==> config.mk <==
export PLATFORM = sky130hd
export DESIGN_NAME = mem_copy_dma
export DESIGN_NICKNAME = d
export VERILOG_FILES = /design/src/rtl/mem_dma_pkg.sv /design/src/rtl/dma_addr_gen.sv /design/src/rtl/mem_copy_dma.sv
export SDC_FILE = /design/constraint.sdc
export NUM_CORES = 1
export LEC_CHECK = 0
export ABC_AREA = 1
export BUFFER_PORTS_ARGS = -buffer_cell sky130_fd_sc_hd__buf_4
export CORE_MARGIN = 3
export CORE_UTILIZATION = 45
export CTS_CLUSTER_DIAMETER = 200
export DETAILED_ROUTE_END_ITERATION = 8
export GPL_TIMING_DRIVEN = 0
export PLACE_DENSITY = 0.66
export REMOVE_ABC_BUFFERS = 1
export SETUP_SLACK_MARGIN = 0.4
export SLEW_MARGIN = 30
export SYNTH_ARGS = -nofsm -noshare
export SYNTH_HDL_FRONTEND = slang
export SYNTH_HIERARCHICAL = 1
export SYNTH_SLANG_ARGS = --single-unit
==> constraint.sdc <==
create_clock -name clk -period 4.4 [get_ports clk]
set_clock_uncertainty 0.15 [all_clocks]
set_input_delay 0.88 -clock clk [delete_from_list [all_inputs] [get_ports clk]]
set_output_delay 0.88 -clock clk [all_outputs]
set_load 0.01 [all_outputs]
==> src/rtl/mem_dma_pkg.sv <==
// Shared definitions for the block-copy / block-fill DMA engine:
// FSM state encoding and transfer-mode constants.
package mem_dma_pkg;

  localparam logic [1:0] ST_IDLE  = 2'd0;
  localparam logic [1:0] ST_READ  = 2'd1;
  localparam logic [1:0] ST_WRITE = 2'd2;
  localparam logic [1:0] ST_DONE  = 2'd3;

  localparam logic MODE_COPY = 1'b0;
  localparam logic MODE_FILL = 1'b1;

endpackage

==> src/rtl/dma_addr_gen.sv <==
// Source/destination pointers and the remaining-byte counter of the DMA.
// Direction is chosen once at load so overlapping copies behave like memmove.
module dma_addr_gen #(
  parameter int ADDR_W = 8
) (
  input  logic              clk,
  input  logic              rst_n,
  input  logic              load_i,
  input  logic              step_i,
  input  logic              copy_i,
  input  logic [ADDR_W-1:0] src_base_i,
  input  logic [ADDR_W-1:0] dst_base_i,
  input  logic [ADDR_W-1:0] len_i,
  output logic [ADDR_W-1:0] src_ptr_o,
  output logic [ADDR_W-1:0] dst_ptr_o,
  output logic [ADDR_W-1:0] remaining_o,
  output logic              last_o
);

  localparam logic [ADDR_W-1:0] ONE = {{(ADDR_W-1){1'b0}}, 1'b1};

  logic [ADDR_W-1:0] src_q, src_d;
  logic [ADDR_W-1:0] dst_q, dst_d;
  logic [ADDR_W-1:0] rem_q, rem_d;
  logic              bwd_q, bwd_d;
  logic [ADDR_W-1:0] gap;
  logic              backward;

  // A destination starting inside the source window must be filled from the top down.
  assign gap      = dst_base_i - src_base_i;
  assign backward = copy_i && (dst_base_i != src_base_i) && (gap < len_i);

  always_comb begin
    src_d = src_q;
    dst_d = dst_q;
    rem_d = rem_q;
    bwd_d = bwd_q;
    if (load_i) begin
      bwd_d = backward;
      rem_d = len_i;
      if (backward) begin
        src_d = src_base_i + len_i - ONE;
        dst_d = dst_base_i + len_i - ONE;
      end else begin
        src_d = src_base_i;
        dst_d = dst_base_i;
      end
    end else if (step_i) begin
      rem_d = rem_q - ONE;
      if (bwd_q) begin
        src_d = src_q - ONE;
        dst_d = dst_q - ONE;
      end else begin
        src_d = src_q + ONE;
        dst_d = dst_q + ONE;
      end
    end
  end

  always_ff @(posedge clk or negedge rst_n) begin
    if (!rst_n) begin
      src_q <= '0;
      dst_q <= '0;
      rem_q <= '0;
      bwd_q <= 1'b0;
    end else begin
      src_q <= src_d;
      dst_q <= dst_d;
      rem_q <= rem_d;
      bwd_q <= bwd_d;
    end
  end

  assign src_ptr_o   = src_q;
  assign dst_ptr_o   = dst_q;
  assign remaining_o = rem_q;
  assign last_o      = (rem_q == ONE);

endmodule

==> src/rtl/mem_copy_dma.sv <==
// Memory-to-memory DMA initiator: memmove-style COPY or constant FILL over a
// byte-wide data memory port, one access per cycle.
module mem_copy_dma
  import mem_dma_pkg::*;
#(
  parameter int ADDR_W = 8,
  parameter int DATA_W = 8
) (
  input  logic              clk,
  input  logic              rst_n,
  input  logic              start,
  input  logic              mode,
  input  logic [ADDR_W-1:0] src_addr,
  input  logic [ADDR_W-1:0] dst_addr,
  input  logic [ADDR_W-1:0] len,
  input  logic [DATA_W-1:0] fill_val,
  input  logic              abort,
  output logic              busy,
  output logic              done,
  output logic [ADDR_W-1:0] remaining,
  output logic [ADDR_W-1:0] mem_addr,
  output logic              mem_rd,
  output logic              mem_wr,
  output logic [DATA_W-1:0] mem_wdata,
  input  logic [DATA_W-1:0] mem_rdata
);

  logic [1:0]        state_q, state_d;
  logic              mode_q, mode_d;
  logic [DATA_W-1:0] fill_q, fill_d;
  logic [DATA_W-1:0] buf_q, buf_d;
  logic              load;
  logic              step;
  logic              last;
  logic [ADDR_W-1:0] src_ptr;
  logic [ADDR_W-1:0] dst_ptr;

  assign load = (state_q == ST_IDLE) && start;
  // An aborted WRITE still commits on the falling edge, so it is still counted.
  assign step = (state_q == ST_WRITE);

  dma_addr_gen #(
    .ADDR_W(ADDR_W)
  ) u_addr_gen (
    .clk        (clk),
    .rst_n      (rst_n),
    .load_i     (load),
    .step_i     (step),
    .copy_i     (mode == MODE_COPY),
    .src_base_i (src_addr),
    .dst_base_i (dst_addr),
    .len_i      (len),
    .src_ptr_o  (src_ptr),
    .dst_ptr_o  (dst_ptr),
    .remaining_o(remaining),
    .last_o     (last)
  );

  always_comb begin
    state_d = state_q;
    mode_d  = mode_q;
    fill_d  = fill_q;
    buf_d   = buf_q;
    case (state_q)
      ST_IDLE: begin
        if (start) begin
          mode_d = mode;
          fill_d = fill_val;
          if (len == '0) begin
            state_d = ST_DONE;
          end else if (mode == MODE_FILL) begin
            state_d = ST_WRITE;
          end else begin
            state_d = ST_READ;
          end
        end
      end
      ST_READ: begin
        if (abort) begin
          state_d = ST_IDLE;
        end else begin
          buf_d   = mem_rdata;
          state_d = ST_WRITE;
        end
      end
      ST_WRITE: begin
        if (abort) begin
          state_d = ST_IDLE;
        end else if (last) begin
          state_d = ST_DONE;
        end else if (mode_q == MODE_FILL) begin
          state_d = ST_WRITE;
        end else begin
          state_d = ST_READ;
        end
      end
      default: state_d = ST_IDLE;
    endcase
  end

  always_ff @(posedge clk or negedge rst_n) begin
    if (!rst_n) begin
      state_q <= ST_IDLE;
      mode_q  <= MODE_COPY;
      fill_q  <= '0;
      buf_q   <= '0;
    end else begin
      state_q <= state_d;
      mode_q  <= mode_d;
      fill_q  <= fill_d;
      buf_q   <= buf_d;
    end
  end

  // Memory strobes decode only from registered state, never from inputs.
  always_comb begin
    mem_rd    = 1'b0;
    mem_wr    = 1'b0;
    mem_addr  = '0;
    mem_wdata = '0;
    case (state_q)
      ST_READ: begin
        mem_rd   = 1'b1;
        mem_addr = src_ptr;
      end
      ST_WRITE: begin
        mem_wr    = 1'b1;
        mem_addr  = dst_ptr;
        mem_wdata = (mode_q == MODE_FILL) ? fill_q : buf_q;
      end
      default: ;
    endcase
  end

  assign busy = (state_q != ST_IDLE);
  assign done = (state_q == ST_DONE);

endmodule

; Yosys cells after proc, flatten, opt, wreduce, memory -nomap -nowiden
; Cells that the tools add are included.
; Widths: inputs -> output; s select.
[classes]
add_sub_neg = 10
n_lt_le_gt_ge = 1
eq_ne = 6
n_mux = 23
n_bitwise = 2
n_reduce_logical = 9
[op_table]
columns = op, count
row1 = $mux 8, 12
row2 = $sub 8x1->8 const B, 5
row3 = $add 8x1->8 const B, 2
row4 = $add 8x8->8, 2
row5 = $pmux 8 s2, 1
row6 = $mux 2, 7
row7 = $eq 8x1->1 const B, 1
row8 = $logic_not 8->1, 1
row9 = $lt 8x8->1, 1
row10 = $ne 8x8->1, 1
row11 = $sub 8x8->8, 1
row12 = $pmux 2 s3, 1
row13 = $eq 2x2->1 const B, 2
row14 = $reduce_and 2->1, 2
row15 = $reduce_bool 2->1, 2
row16 = $logic_and 1x1->1, 3
row17 = $eq 2x1->1 const B, 1
row18 = $logic_not 2->1, 1
row19 = $mux 1, 2
row20 = $ne 2x2->1 const B, 1
row21 = $not 1->1, 2
[totals]
regBits = 44
in_bits = 45
output_inout_bits = 28
elab_cells = 59

; Depth between registers and ports, before layout
[logic_depth]
ltp_word = 5
mapped_depth = 22

; By module
; The synthesis kept the hierarchy.
[by_module_without_submodules]
columns = mod, instances, cells_per_inst, area_each_um2, seq_area_each_um2
row1 = dma_addr_gen, 1, 501, 3407.0, 625.6
row2 = mem_copy_dma, 1, 163, 1123.6, 475.5

; Worst setup path after synthesis
; Ideal clock, no wire load.
[synth_path]
path_kind = input-to-reg
startpoint = input port dst_addr[0]
endpoint = register u_addr_gen.dst_q[7], in the netlist u_addr_gen/dst_ptr_o[7]
setup_time_ps = 130
arrival_ps = 3211
t_required_ps = 4120
slack_ps = 909
cell_stages = 20
path_buffers = 1
path_cell_list = inv_1 > ha_1 > inv_1 > fa_1 > a31oi_1 > o21ai_0 > xnor2_1 > inv_1 > ha_1 > nand2_1 > inv_1 > nand3_1 > nand3_1 > nor2_4 > nand2_4 > buf_6 > nand2_4 > inv_2 > nand2_1 > nand4_1
[synth_via]
elab_chain_cells = 5
word_cells_on_any_way = 9
[synth_lines]
columns = item, line
row1 = "start, declared", mem_copy_dma.sv:14  ; input logic [ADDR_W-1:0] dst_addr,
row2 = $sub 8x8->8 or $ne 8x8->1 (tied branches), "dma_addr_gen.sv:30, dma_addr_gen.sv:31"
row3 = $lt 8x8->1 or $logic_and 1x1->1 (tied branches), dma_addr_gen.sv:31  ; assign backward = copy_i && (dst_base_i != src_base_i) && (gap < len_i);
row4 = $logic_and 1x1->1, dma_addr_gen.sv:31
row5 = $mux 8 *, dma_addr_gen.sv:41  ; if (backward) begin
row6 = $mux 8 *, dma_addr_gen.sv:38  ; if (load_i) begin
row7 = "end signal, assigned", dma_addr_gen.sv:68  ; dst_q <= dst_d;
row8 = "end, declared", dma_addr_gen.sv:23  ; logic [ADDR_W-1:0] dst_q, dst_d;
; Mark *: on every way between the ends. The rest lies on a longest branch, timed or not.
; A chain may end at the register's enable or synchronous reset.

; Final worst setup path
[layout_path]
startpoint = input port dst_addr[0]
endpoint = register u_addr_gen.dst_q[3], in the netlist u_addr_gen/dst_ptr_o[3]
; The elaborated chain is that of the path after synthesis.

==> flow_summary.ini <==
[outcome]
outcome = finished clean

[grt]
grt_max_degree = 45
grt_usage = 0.219
use_met2 = 0.381
antenna_found_initial = 0
top_usage_layer = met2
met1_usage = 0.288
grt_pass1_wl_um = 19900
met3_usage = 0.0340
grt_overflow_total = 0
grt_pass1_vias = 4143

[worst_setup_path]
cp-start-kind = primary input
slowest_delay_ns = 0.45
crit_chain = buf_4, inv_1, ha_1, inv_1, fa_1, a31oi_4, o21ai_0, xnor2_1, inv_1, ha_1, nand2_1, inv_1, nand3_1, nand3_2, nor2_4, nand2_4, nand2_1, nand3_1, nand2_1, nand2_1, nand2_1
cp.required_ns = 4.49
worstPathMaxFanout = 6
arrival_ns = 3.82
crit_path_top_delay_cell = fa_1
critPathCaptureType = register
path_class = primary input to register
cp_common_cell = nand2_1

[min_path]
hp-class = register to register

[timing]
fin_tns_setup_ns = 0
hold_violations = 0
finalHoldWorstSlack_ns = 0.330
drv_slew = 0
maxSlewHeadroom = 0.398
fmax_mhz = 268
setup_viol = 0
fin_crit_sh = 0.849
fin_crit_ns = 3.74
tightest_slew_ns = 0.903
rsz0062_at_grt = false

[die]
start_util = 0.477
num_rows = 35
fp.dieW_um = 106
core_area_um2 = 9500
io_pins = 73
die_h_um = 106
dieArea_um2 = 11300

[synth]
ys_seq_area_frac = 0.243
ys_seq_elements = 44
synth_cell_types = 36
syn_area_um2 = 4530
synth_most_common_cell = nand2_1
synth_top_area_share = 0.243
synth_flop_cell = dfrtp_1
ys_async_sr_fraction = 1.00
synth_edf_count = 0
yosys-top-cells-count = nand2_1, inv_1, ha_1
yosys-top-cells-area = dfrtp_1, ha_1, nand2_1
syn_inst = 664
yosys_warnings = 6
synth_top_area_cell = dfrtp_1
postSynthAreaPerCell_um2 = 6.82

[routing]
drc = 0
vias = 4443
vias_per_cell = 5.15
drtIter0Drc = 237
drtAntennaViolNets = 0
routed_wl_um = 12300
drt-pass1-iter-count = 5
routedWlPerCell_um = 14.3

[clock_tree]
cts-htree-levels = 2
cts_buffers = 5
clkLatencyLatePin_ns = 0.31
cts_setup_buffers = 0
clockBufferDepth = 2
cts_tree = built
cts-root-buf = clkbuf_8
clock-sinks = 44
clk_pin_slew_ns = 0.09

[layout]
num_antenna_cells = 0
nNetsFinal = 841
area_growth_pct = 16.8
num-fill-cells = 929
post-route-util = 0.557
drive_above_1_share = 0.142

[power]
p_per_area_nw_per_um2 = 612
power.leakage_nw = 2.95
p_total_mw = 3.24
vdd.ir_drop.worst_uv = 221

[place]
port_buffers = 72
globalplace.congestion = 0.931
hpwl_um = 9790

[job]
max_cap_viol_count = 0
## critical path: cells and delay by family
family | cells | cell delay, ns
fa+ha+maj | 3 | 0.90
buf+inv | 5 | 0.41
xor+xnor | 1 | 0.15
simple gates | 10 | 1.16
compound gates | 2 | 0.33
## final timing paths
kind	cells after the start	slack, ns	endpoint	startpoint
worst max-delay path	21	0.66	u_addr_gen/dst_ptr_o[3]	dst_addr[0]
worst min-delay path	2	0.33	buf_q[6]	buf_q[6]
worst max register to register	8	1.08	u_addr_gen/src_ptr_o[6]	state_q[0]
worst min register to register	2	0.33	buf_q[6]	buf_q[6]
max in group asynchronous	1	3.29	u_addr_gen/dst_ptr_o[5]	rst_n
min in group asynchronous	1	0.42	u_addr_gen/src_ptr_o[6]	rst_n
## sequential cells by signal, summed over array words and instances, names as in the netlist
register and flops:
buf_q 8, fill_q 8, u_addr_gen/dst_ptr_o 8, u_addr_gen/remaining_o 8
u_addr_gen/src_ptr_o 8, state_q 2, mode_q 1, u_addr_gen/bwd_q 1
## metal layers
layer,vias up,part of all wire
met5,-,0
met4,0,0.0085
met3,10,0.070
met2,152,0.48
met1,2017,0.44
li1,2264,-
## metrics by stage
stage / std cells / worst slack [ns] / cell area, µm²
finish: 863 / 0.664 / 5290
global route: 863 / 0.420 / 5290
CTS: 861 / 0.621 / 5260
detailed placement: 853 / 0.297 / 5140
global placement: 853 / 0.288 / 5140
floorplan: 652 / 0.923 / 4440
## where the power goes
part / internal, mW / switching [mW] / total (mW)
Sequential: 0.605 / 0.210 / 0.815
Clock: 0.171 / 0.151 / 0.322
Combinational: 0.832 / 1.27 / 2.10
## cell usage in the layout (no fill, tap or decap), types with 3 or more instances in the layout
cell type,count
nand2_1,188
inv_1,111
buf_4,72
ha_1,58
nor2_1,49
nand3_1,48
dfrtp_1,44
a21oi_1,37
o21ai_0,17
xor2_1,14
nand4_1,14
xnor2_1,11
o21ai_1,10
inv_2,6
clkbuf_8,5
o221ai_1,5
fa_1,5
or2_2,4
nor2_4,3
nor2_2,3
a21o_1,3
a22oi_1,3
## kinds of logic after synthesis
group           synth area share
simple gates               0.302
buf+inv                    0.117
compound gates             0.107
fa+ha+maj                  0.182
flops                      0.243
xor+xnor                  0.0483
## cell type report
cell class | count | area, µm² | area share
Clock buffer | 5 | 68.8 | 0.0130
Clock inverter | 3 | 47.5 | 0.00898
Inverter | 117 | 439 | 0.0830
Multi-Input combinational cell | 493 | 2940 | 0.554
Sequential cell | 44 | 1100 | 0.208
Tap cell | 129 | 161 | 0.0305
Timing Repair Buffer | 72 | 541 | 0.102
## what timing repair did
item | in CTS | in global routing
hold buffers | 0 | 0
endpoints found under the setup margin | 0 | 15
gates resized for setup | 0 | 4
Note: power is estimated with default switching activity, not from simulation.
